**config.mk**
```make
export PLATFORM = sky130hd
export DESIGN_NAME = card7seg_bank
export DESIGN_NICKNAME = d
export VERILOG_FILES = /design/src/rtl/card7seg_bank.sv
export SDC_FILE = /design/constraint.sdc
export NUM_CORES = 1
export LEC_CHECK = 0
export ABC_AREA = 1
export BUFFER_PORTS_ARGS = -buffer_cell sky130_fd_sc_hd__buf_2
export CAP_MARGIN = 20
export CORE_MARGIN = 2
export CORE_UTILIZATION = 48
export DETAILED_ROUTE_END_ITERATION = 8
export PLACE_DENSITY_LB_ADDON = 0.25
export SETUP_SLACK_MARGIN = 0.1
export SLEW_MARGIN = 20
export SYNTH_ARGS = -nofsm -noshare
export SYNTH_HDL_FRONTEND = slang
export SYNTH_SLANG_ARGS = --single-unit
```
**constraint.sdc**
```tcl
create_clock -name slow_clock -period 1.6 [get_ports slow_clock]
set_clock_uncertainty 0.15 [all_clocks]
set_input_delay 0.32 -clock slow_clock [delete_from_list [all_inputs] [get_ports slow_clock]]
set_output_delay 0.32 -clock slow_clock [all_outputs]
set_load 0.05 [all_outputs]
```
**src/rtl/card7seg_bank.sv**
```systemverilog
// Bank of independently loaded card registers, each decoded to a 7-segment digit,
// with an optional fixed-length on/off flash after a visible card is dealt.
module card7seg_bank #(
    parameter int NUM_CARDS    = 6,
    parameter int FLASH_HALF   = 4,
    parameter int FLASH_PHASES = 6,
    parameter int ACTIVE_LOW   = 1
) (
    input  logic                     slow_clock,
    input  logic                     resetb,
    input  logic [NUM_CARDS-1:0]     load,
    input  logic [4*NUM_CARDS-1:0]   card_in,
    input  logic                     flash_en,
    input  logic                     clear,
    output logic [7*NUM_CARDS-1:0]   hex_out,
    output logic [NUM_CARDS-1:0]     busy
);

    localparam int TW = (FLASH_HALF > 1) ? $clog2(FLASH_HALF) : 1;
    localparam int PW = (FLASH_PHASES > 1) ? $clog2(FLASH_PHASES) : 1;
    localparam logic [TW-1:0] TICK_LAST  = TW'(FLASH_HALF - 1);
    localparam logic [PW-1:0] PHASE_LAST = PW'(FLASH_PHASES - 1);
    localparam logic          INVERT     = (ACTIVE_LOW == 0);

    logic [3:0]           card_q  [NUM_CARDS];
    logic [3:0]           card_d  [NUM_CARDS];
    logic [TW-1:0]        tick_q  [NUM_CARDS];
    logic [TW-1:0]        tick_d  [NUM_CARDS];
    logic [PW-1:0]        phase_q [NUM_CARDS];
    logic [PW-1:0]        phase_d [NUM_CARDS];
    logic [NUM_CARDS-1:0] flash_q;
    logic [NUM_CARDS-1:0] flash_d;

    function automatic logic [6:0] seg_al(input logic [3:0] v);
        case (v)
            4'd1:    seg_al = 7'b0001000;
            4'd2:    seg_al = 7'b0100100;
            4'd3:    seg_al = 7'b0110000;
            4'd4:    seg_al = 7'b0011001;
            4'd5:    seg_al = 7'b0010010;
            4'd6:    seg_al = 7'b0000010;
            4'd7:    seg_al = 7'b1111000;
            4'd8:    seg_al = 7'b0000000;
            4'd9:    seg_al = 7'b0010000;
            4'd10:   seg_al = 7'b1000000;
            4'd11:   seg_al = 7'b1100001;
            4'd12:   seg_al = 7'b0011000;
            4'd13:   seg_al = 7'b0001001;
            default: seg_al = 7'b1111111;
        endcase
    endfunction

    // Priority, lowest to highest: flash progress, load, clear.
    always_comb begin
        card_d  = card_q;
        tick_d  = tick_q;
        phase_d = phase_q;
        flash_d = flash_q;
        for (int unsigned i = 0; i < NUM_CARDS; i++) begin
            if (flash_q[i]) begin
                if (tick_q[i] == TICK_LAST) begin
                    tick_d[i] = '0;
                    if (phase_q[i] == PHASE_LAST) begin
                        flash_d[i] = 1'b0;
                        phase_d[i] = '0;
                    end else begin
                        phase_d[i] = phase_q[i] + 1'b1;
                    end
                end else begin
                    tick_d[i] = tick_q[i] + 1'b1;
                end
            end
            if (load[i]) begin
                card_d[i]  = card_in[4*i +: 4];
                tick_d[i]  = '0;
                phase_d[i] = '0;
                flash_d[i] = flash_en && (card_in[4*i +: 4] inside {[4'd1:4'd13]});
            end
            if (clear) begin
                card_d[i]  = '0;
                tick_d[i]  = '0;
                phase_d[i] = '0;
                flash_d[i] = 1'b0;
            end
        end
    end

    always_ff @(posedge slow_clock or negedge resetb) begin
        if (!resetb) begin
            for (int unsigned i = 0; i < NUM_CARDS; i++) begin
                card_q[i]  <= '0;
                tick_q[i]  <= '0;
                phase_q[i] <= '0;
            end
            flash_q <= '0;
        end else begin
            card_q  <= card_d;
            tick_q  <= tick_d;
            phase_q <= phase_d;
            flash_q <= flash_d;
        end
    end

    // Odd phases of a flash show blank.
    always_comb begin
        hex_out = '0;
        for (int unsigned i = 0; i < NUM_CARDS; i++) begin
            logic [6:0] pat;
            pat = (flash_q[i] && phase_q[i][0]) ? 7'b1111111 : seg_al(card_q[i]);
            hex_out[7*i +: 7] = INVERT ? ~pat : pat;
        end
    end

    assign busy = flash_q;

endmodule

```
==> results of run 1 <==
[flip-flops by register name, summed over array words and instances (netlist names)]
| name | cells |
|---|---|
| phase_q | 18 |
| tick_q | 12 |
| card_q | 24 |
| busy | 6 |
[where the power goes]
| group | leakage (uW) | switching (uW) | internal, uW | total [uW] |
|---|---|---|---|---|
| Combinational | 0.00285 | 1550 | 1050 | 2600 |
| Sequential | 0.000800 | 81.0 | 1580 | 1660 |
| Clock | 0.000123 | 632 | 1070 | 1710 |
[repair_timing]
item	4_1_cts	5_1_grt
resized for setup	219	84
hold buffers	1	0
endpoints found under the setup margin	48	47
endpoints found under the hold margin	60	0
pin swaps	58	70
buffers inserted	17	16
[through the flow]
step / instances / total power [uW] / setup slack [ns] / TNS [ns]
finish: 961 / 5960 / -0.439 / -15.85
global placement: 913 / 3500 / -0.114 / -2.11
detailed placement: 913 / 3540 / -0.140 / -2.97
floorplan: 658 / 3010 / -0.115 / -1.22
CTS: 946 / 5680 / -0.413 / -14.60
global route: 961 / 6190 / -0.525 / -18.26
[logic make-up (layout without fill, tap and decap cells)]
kind of cell             after synthesis  after routing  share of synthesized area
flip-flops                            60             60                      0.332
adder cells (fa/ha/maj)               44             44                      0.122
AO/OA/AOI/OAI                         58             58                     0.0642
buffers and inverters                 90            282                     0.0802
AND/OR/NAND/NOR                      406            406                      0.402
[worst max path at each step]
stage                from          end  slack, ns  cells past startpoint
2_1_floorplan   card_q[0]  hex_out[35]      -0.11                      4
3_3_place_gp   card_q[17]   hex_out[8]      -0.11                      7
3_5_place_dp   card_q[17]   hex_out[8]      -0.14                      7
4_1_cts        card_q[16]  hex_out[11]      -0.41                      7
5_1_grt         card_q[1]  hex_out[39]      -0.53                      7
6_report        card_q[5]  hex_out[29]      -0.44                      7
[synth_stat cells]
cell	count	area [um2]
nand3b_1	1	7.51
nand4_1	18	113
nand2_1	206	773
ha_1	44	551
buf_6	1	11.3
nor2_8	5	100
nand3_1	121	606
buf_2	14	70.1
nor2_1	48	180
a21oi_1	10	50.1
or2_2	1	6.26
inv_2	1	3.75
dfrtp_1	60	1500
o21ai_1	3	15.0
nor3_1	5	25.0
nor2_2	1	6.26
inv_1	71	267
clkinv_1	1	3.75
o21ai_0	45	225
clkbuf_1	2	7.51
[cell type report]
class,instances,area [um2]
Multi-Input combinational cell,508,3920
Timing Repair Buffer,193,1800
Sequential cell,60,1510
Fill cell,447,1280
Inverter,73,314
Clock buffer,11,141
Tap cell,111,139
Clock inverter,5,100
[layout by cell type (no fill, tap or decap), types with 4 or more instances in the layout]
| cell | n |
|---|---|
| inv_2 | 9 |
| nor2_2 | 9 |
| inv_1 | 48 |
| ha_4 | 30 |
| a21oi_1 | 8 |
| dfrtp_1 | 51 |
| nand3_1 | 75 |
| buf_8 | 29 |
| buf_6 | 46 |
| nor2_4 | 7 |
| inv_4 | 14 |
| nor2_8 | 5 |
| o21ai_1 | 4 |
| nor2_1 | 33 |
| nand2_4 | 28 |
| buf_4 | 81 |
| o21ai_0 | 37 |
| o21ai_2 | 4 |
| nand3_2 | 23 |
| dfrtp_2 | 9 |
| nand2_1 | 139 |
| nand4_1 | 18 |
| nand3_4 | 23 |
| nand2_2 | 37 |
| ha_1 | 11 |
| clkbuf_8 | 10 |
| buf_2 | 33 |
| nor3_1 | 5 |
[layer usage]
metal	track usage	routed length, um	vias to the layer above
met3	0.0479	840	58
met5	0	0	-
met2	0.526	8810	254
li1	-	-	2539
met4	0.116	550	0
met1	0.345	6190	2617
[worst max-delay path, delay by kind of cell (launching register included)]
| kind | cells | cell delay (ns) |
|---|---|---|
| flops | 1 | 0.42 |
| fa+ha+maj | 1 | 0.30 |
| buf+inv | 2 | 0.23 |
| simple gates | 3 | 0.22 |
| compound gates | 1 | 0.06 |
==> impl_summary.log, run 1 <==
[metrics] outcome: finished with violations
[metrics] violated checks: negative setup slack
[metrics] hold-critical path endpoint: card_q[10]
[metrics] RR Endpoint: phase_q[3]
[metrics] TritonCTS clock tree: yes
[metrics] count of endpoints failing hold in the final timing report: 0
[metrics] post-synthesis cell count: 658
[metrics] post-detailed-route DRC marker count: 0
[metrics] number of instances on the worst hold path: 3
[metrics] number of global-route vias before repair: 5368
[metrics] Crit Reg-Reg Startpoint: tick_q[2]
[metrics] reg-to-reg setup timing slack: 0.26 ns
[metrics] number of nets produced by synthesis: 736
[metrics] Clock Pin Slew Worst Setup and Hold Paths: roughly 0.070 ns
[metrics] cell repeated most along the worst path: nand2_4
[metrics] library cell used as clock root buffer: clkbuf_8
[metrics] final number of setup-violating endpoints: 42
[metrics] Leakage Power: ~0.0038 uW
[metrics] proportion of synthesized chip area in sequential cells: 0.332
[metrics] Fmax: 0.490 GHz
[metrics] area delta synth->final: 75.1%
[metrics] maximum fanout along the worst path: 5
[metrics] Max stage delay cell, worst path: dfrtp_1
[metrics] DR vias: 5468
[metrics] total of flip-flops plus latches after synthesis: 60
[metrics] DIE HEIGHT: 101 um
[metrics] Final Cell Area: ~0.0079 mm2
[metrics] Arr. time, crit path: 1.57 ns
[metrics] Routed Antenna Nets: 0
[metrics] number of optimization iterations in the first detailed-route pass: 5
[metrics] NumNets Final: 923
[metrics] peak ir drop on the vdd network: about 0.6 mV
[metrics] PortBufs: 81
[metrics] min-delay src: card_in[14]
[metrics] count of max-cap constraint violations: 0
[metrics] RSZ-0062 raised after global routing: true
[metrics] slew at the pin with the worst max-slew slack: ~0.37 ns
[metrics] clock buffers created by TritonCTS: 9
[metrics] boundary pin count: roughly 80
[metrics] dpl hpwl: 9.23 mm
[metrics] CP Data Required Time: 1.13 ns
[metrics] depth of the most critical reg-to-reg path: 5
[metrics] detailed-route vias per instance: 5.69
[metrics] final standard cell utilization of the core: 0.861
[metrics] total die area: 0.0102 mm2
[metrics] final routed wire length divided by cell count: 17.1 um
[metrics] type of element launching the critical path: flop
[metrics] GRT Resource Usage Total: 0.292
[metrics] number of antenna violations at the first check in global routing: 0
[metrics] remaining global-route overflow: 0
[metrics] Syn Area/Cell: 6.87 um2
[metrics] Period minus WS final: 2.04 ns
[metrics] post-detailed-placement cell area: 0.00626 mm2
[metrics] fraction of final layout cells with drive strength greater than 1: 0.492
[metrics] core outline area: a little over 0.009 mm2
[metrics] clock buffer depth: 2
[metrics] 1st-iter DRT viols: 321
[metrics] largest net degree at the start of global routing: slightly above 60
[metrics] wire length of the first global-routing pass: 24.1 mm
[metrics] Clock H-tree levels: 3
[metrics] floorplan die width: 101 um
[metrics] ANT cells: 0
[metrics] total power density per cell area: 753 mW/mm2
[metrics] final count of pins violating max slew: 0
[metrics] crit path cell chain: inv_4, ha_4, nand2_4, nand2_4, o21ai_2, nand2_2, buf_8
[metrics] crit end category: primary output
[metrics] worst-case headroom to the max-slew limit: 0.751
[metrics] routability congestion estimate from global placement: 0.907
[metrics] insertion delay of the later-clocked pin in the worst-skew pair: 0.34 ns
[metrics] starting density of the core: 0.492
[metrics] Final Worst Setup Slack: -0.439 ns
[metrics] type of the most critical hold path: in2reg
[metrics] Cell Area, Synth: 0.00452 mm2
[metrics] number of standard-cell rows in the floorplan: 35
[metrics] Synth warnings: 0
[metrics] CP Class: reg2out
[metrics] fraction of the cycle the final worst path needs: 1.27
[metrics] number of clock sinks: 60
[metrics] Unique masters post-synth: 20
[metrics] WL final: around 16 mm
[metrics] critical path's largest stage delay: 0.42 ns
[metrics] worst hold slack across all endpoints: 0.0971 ns
No activity file was read; power rests on OpenSTA's default activity.
==> run 2, diff against run 1 <==
==> constraint.sdc (replaced) <==
create_clock -name slow_clock -period 1.6 [get_ports slow_clock]
set_clock_uncertainty 0.15 [all_clocks]
set_input_delay 0 -clock slow_clock [delete_from_list [all_inputs] [get_ports slow_clock]]
set_output_delay 0 -clock slow_clock [all_outputs]
set_load 0.05 [all_outputs]
==> run 2 against run 1 <==
  * Highest routed layer unchanged
  * Sequential power rose by 2%
  * Fmax rose by 15%
  * The flow still finishes with violations (negative setup slack)
  * Wire length barely moved
  * Via count barely moved
  * Non-clock buffer count rose by 5
  * Global-route usage fell by 2.1 points
  * Core utilization fell by 3.6 points
  * Largest power group unchanged
  * Worst hold slack got worse by 0.064 ns
  * Clock power fell by 11%
==> impl_summary.log, run 2 (synthesized netlist as in run 1, its figures left out) <==
[metrics] outcome: finished with violations (unchanged)
[metrics] violated checks: negative setup slack (unchanged)
[metrics] switching part of the total power: 0.391 (was 0.380)
[metrics] clock buffers created by TritonCTS: 9 (unchanged)
[metrics] peak ir drop on the vdd network: 0.467 mV (was 0.591 mV)
[metrics] number of antenna violations at the first check in global routing: 0 (unchanged)
[metrics] insertion delay of the later-clocked pin in the worst-skew pair: 0.35 ns (was 0.34 ns)
[metrics] combinational fraction of design power: 0.420 (was 0.435)
[metrics] type of element launching the critical path: flop (unchanged)
[metrics] commonest cells after routing, fill and taps aside: 160 x nand2_1, 82 x nand3_1, 55 x dlygate4sd3_1 (was 139 x nand2_1, 81 x buf_4, 75 x nand3_1)
[metrics] fillcell total: 526 (was 447)
[metrics] final standard cell utilization of the core: 0.825 (was 0.861)
[metrics] final count of pins violating max slew: 0 (unchanged)
[metrics] type of the most critical hold path: in2async (was in2reg)
[metrics] clock buffer depth: 2 (unchanged)
[metrics] PortBufs: 81 (unchanged)
[metrics] sequential standard cell area: 0.00153 mm2 (was 0.00151 mm2)
[metrics] Psw: 2170 uW (was 2260 uW)
[metrics] wire length of the first global-routing pass: 22.3 mm (was 24.1 mm)
[metrics] kind of cell adding the most delay to the critical path: flip-flops (unchanged)
[metrics] fraction of the cycle the final worst path needs: 1.11 (was 1.27)
[metrics] GRT Resource Usage Total: 0.271 (was 0.292)
[metrics] total power density per cell area: 732 mW/mm2 (was 753 mW/mm2)
[metrics] WL final: 16.4 mm (about the same)
[metrics] routability congestion estimate from global placement: 0.938 (was 0.907)
[metrics] library cell used as clock root buffer: clkbuf_8 (unchanged)
[metrics] Clk network pwr share: 0.275 (was 0.286)
[metrics] slew at the pin with the worst max-slew slack: 0.414 ns (was 0.373 ns)
[metrics] dpl hpwl: 7.96 mm (was 9.23 mm)
[metrics] worst-case headroom to the max-slew limit: 0.723 (was 0.751)
[metrics] CP Data Required Time: 1.45 ns (was 1.13 ns)
[metrics] setup slack at placement: 0.0330 ns (was -0.140 ns)
[metrics] RSZ-0062 raised after global routing: true (unchanged)
[metrics] commonest non-fill, non-tap cell in the layout: nand2_1 (unchanged)
[metrics] area delta synth->final: 67.8% (was 75.1%)
[metrics] Routed Antenna Nets: 0 (unchanged)
[metrics] Leakage Power: 0.00355 uW (was 0.00378 uW)
[metrics] Final Worst Setup Slack: -0.172 ns (was -0.439 ns)
[metrics] number of standard-cell rows in the floorplan: 35 (unchanged)
[metrics] maximum fanout along the worst path: 7 (was 5)
[metrics] boundary pin count: 82 (unchanged)
[metrics] Clock H-tree levels: 3 (unchanged)
[metrics] NumNets Final: 928 (was 923)
[metrics] number of optimization iterations in the first detailed-route pass: 5 (unchanged)
[metrics] number of clock sinks: 60 (unchanged)
[metrics] post-detailed-route DRC marker count: 0 (unchanged)
[metrics] number of global-route vias before repair: 4980 (was 5368)
[metrics] largest reg by FF count: card_q (unchanged)
[metrics] share of power burned in registers: 0.305 (was 0.279)
[metrics] core outline area: 0.00920 mm2 (unchanged)
[metrics] Max stage delay cell, worst path: dfrtp_2 (was dfrtp_1)
[metrics] max reg flops: 24 (unchanged)
[metrics] internal power of the cells: 3390 uW (was 3700 uW)
[metrics] 1st-iter DRT viols: 260 (was 321)
[metrics] largest net degree at the start of global routing: 61 (unchanged)
[metrics] DR vias: 5467 (was 5468)
[metrics] remaining global-route overflow: 0 (unchanged)
[metrics] worst path bufs/invs: 2 (unchanged)
[metrics] count of endpoints failing hold in the final timing report: 0 (unchanged)
[metrics] ANT cells: 0 (unchanged)
[metrics] registers with the highest flip-flop counts: card_q x24, phase_q x18, tick_q x12 (unchanged)
[metrics] final number of setup-violating endpoints: 36 (was 42)
[metrics] fraction of final layout cells with drive strength greater than 1: 0.408 (was 0.492)
[metrics] footprint of the multi-input gates: 0.00352 mm2 (was 0.00392 mm2)
[metrics] Period minus WS final: 1.77 ns (was 2.04 ns)
[metrics] final routed wire length divided by cell count: 17.0 um (was 17.1 um)
[metrics] floorplan die width: 101 um (unchanged)
[metrics] detailed-route vias per instance: 5.66 (was 5.69)
[metrics] crit path cell chain: inv_4, ha_4, nand2_2, nand2_2, nand2_1, nand2_1, buf_6 (was inv_4, ha_4, nand2_4, nand2_4, o21ai_2, nand2_2, buf_8)
[metrics] Fmax: 0.564 GHz (was 0.490 GHz)
[metrics] critical path's largest stage delay: 0.45 ns (was 0.42 ns)
[metrics] total die area: 0.0102 mm2 (unchanged)
[metrics] Clock Pin Slew Worst Setup and Hold Paths: 0.07 ns (about the same)
[metrics] crit end category: primary output (unchanged)
[metrics] starting density of the core: 0.492 (unchanged)
[metrics] TritonCTS clock tree: yes (unchanged)
[metrics] Arr. time, crit path: 1.62 ns (was 1.57 ns)
[metrics] count of max-cap constraint violations: 0 (unchanged)
[metrics] DIE HEIGHT: 101 um (unchanged)
[metrics] CP Class: reg2out (unchanged)
[run 2: cell count changes in the layout (fill, tap and decap cells not counted), sizes merged]
cell,delta
dlygate4sd3,+54
buf,-50
clkbuf,+3
bufinv,-2
clkinv,-1
inv,+1
[run 2: final timing paths]
path                                 start         end  slack, ns  cells after the start
worst max-delay path            card_q[21]  hex_out[1]      -0.17                      7
min in group slow_clock              clear  phase_q[0]       0.04                      5
max in group asynchronous           resetb     busy[4]       0.96                      3
worst min-delay path                resetb   card_q[8]       0.03                      3
worst max register to register     busy[3]  phase_q[6]       0.27                      7
worst min register to register   tick_q[1]   tick_q[1]       0.39                      2
[run 2: timing repair]
item | in CTS | in global routing
gates resized for setup | 234 | 128
hold buffers | 55 | 0
cloned | 0 | 0
endpoints found under the hold margin | 114 | 0
endpoints found under the setup margin | 42 | 44
buffers inserted | 25 | 27
pin swaps | 43 | 63
[run 2: metrics by stage]
stage | instances | TNS, ns | hold slack, ns | total power, uW | cell area [um2]
after detailed placement | 843 | 0 | -0.112 | 3150 | 5110
after CTS | 939 | -1.41 | 0.0421 | 5170 | 6860
after global routing | 966 | -5.15 | 0.0685 | 5750 | 7590
final | 966 | -3.30 | 0.0334 | 5560 | 7590
after global placement | 843 | 0 | -0.119 | 3130 | 5110
after floorplan | 658 | 0 | -0.446 | 2760 | 4550
[run 2: layout make-up]
class	instances	area share
timing repair buffer	198	0.246
sequential	60	0.201
inverter	73	0.0414
tap	111	0.0183
multi-input combinational	508	0.464
clock buffer	13	0.0236
clock inverter	3	0.00561
[run 2: tightest hold or removal path: stages]
cell and delay (ns):
dlygate4sd3_1 0.52, buf_2 0.12, buf_12 0.28
[run 2: power groups by stage]
stage / sequential, uW / clock (uW) / combinational [uW]
after global placement: 1690 / 0 / 1440
after detailed placement: 1700 / 0 / 1460
after CTS: 1680 / 1520 / 1970
after global routing: 1700 / 1600 / 2450
final: 1700 / 1530 / 2340
after floorplan: 1680 / 0 / 1080
[run 2: layer usage]
| layer | track usage | wire length (um) | vias up | part of all wire |
|---|---|---|---|---|
| met5 | 0 | 0 | - | 0 |
| met4 | 0.114 | 619 | 0 | 0.038 |
| met2 | 0.492 | 8750 | 223 | 0.53 |
| li1 | - | - | 2530 | - |
| met3 | 0.0485 | 747 | 59 | 0.046 |
| met1 | 0.312 | 6260 | 2655 | 0.38 |
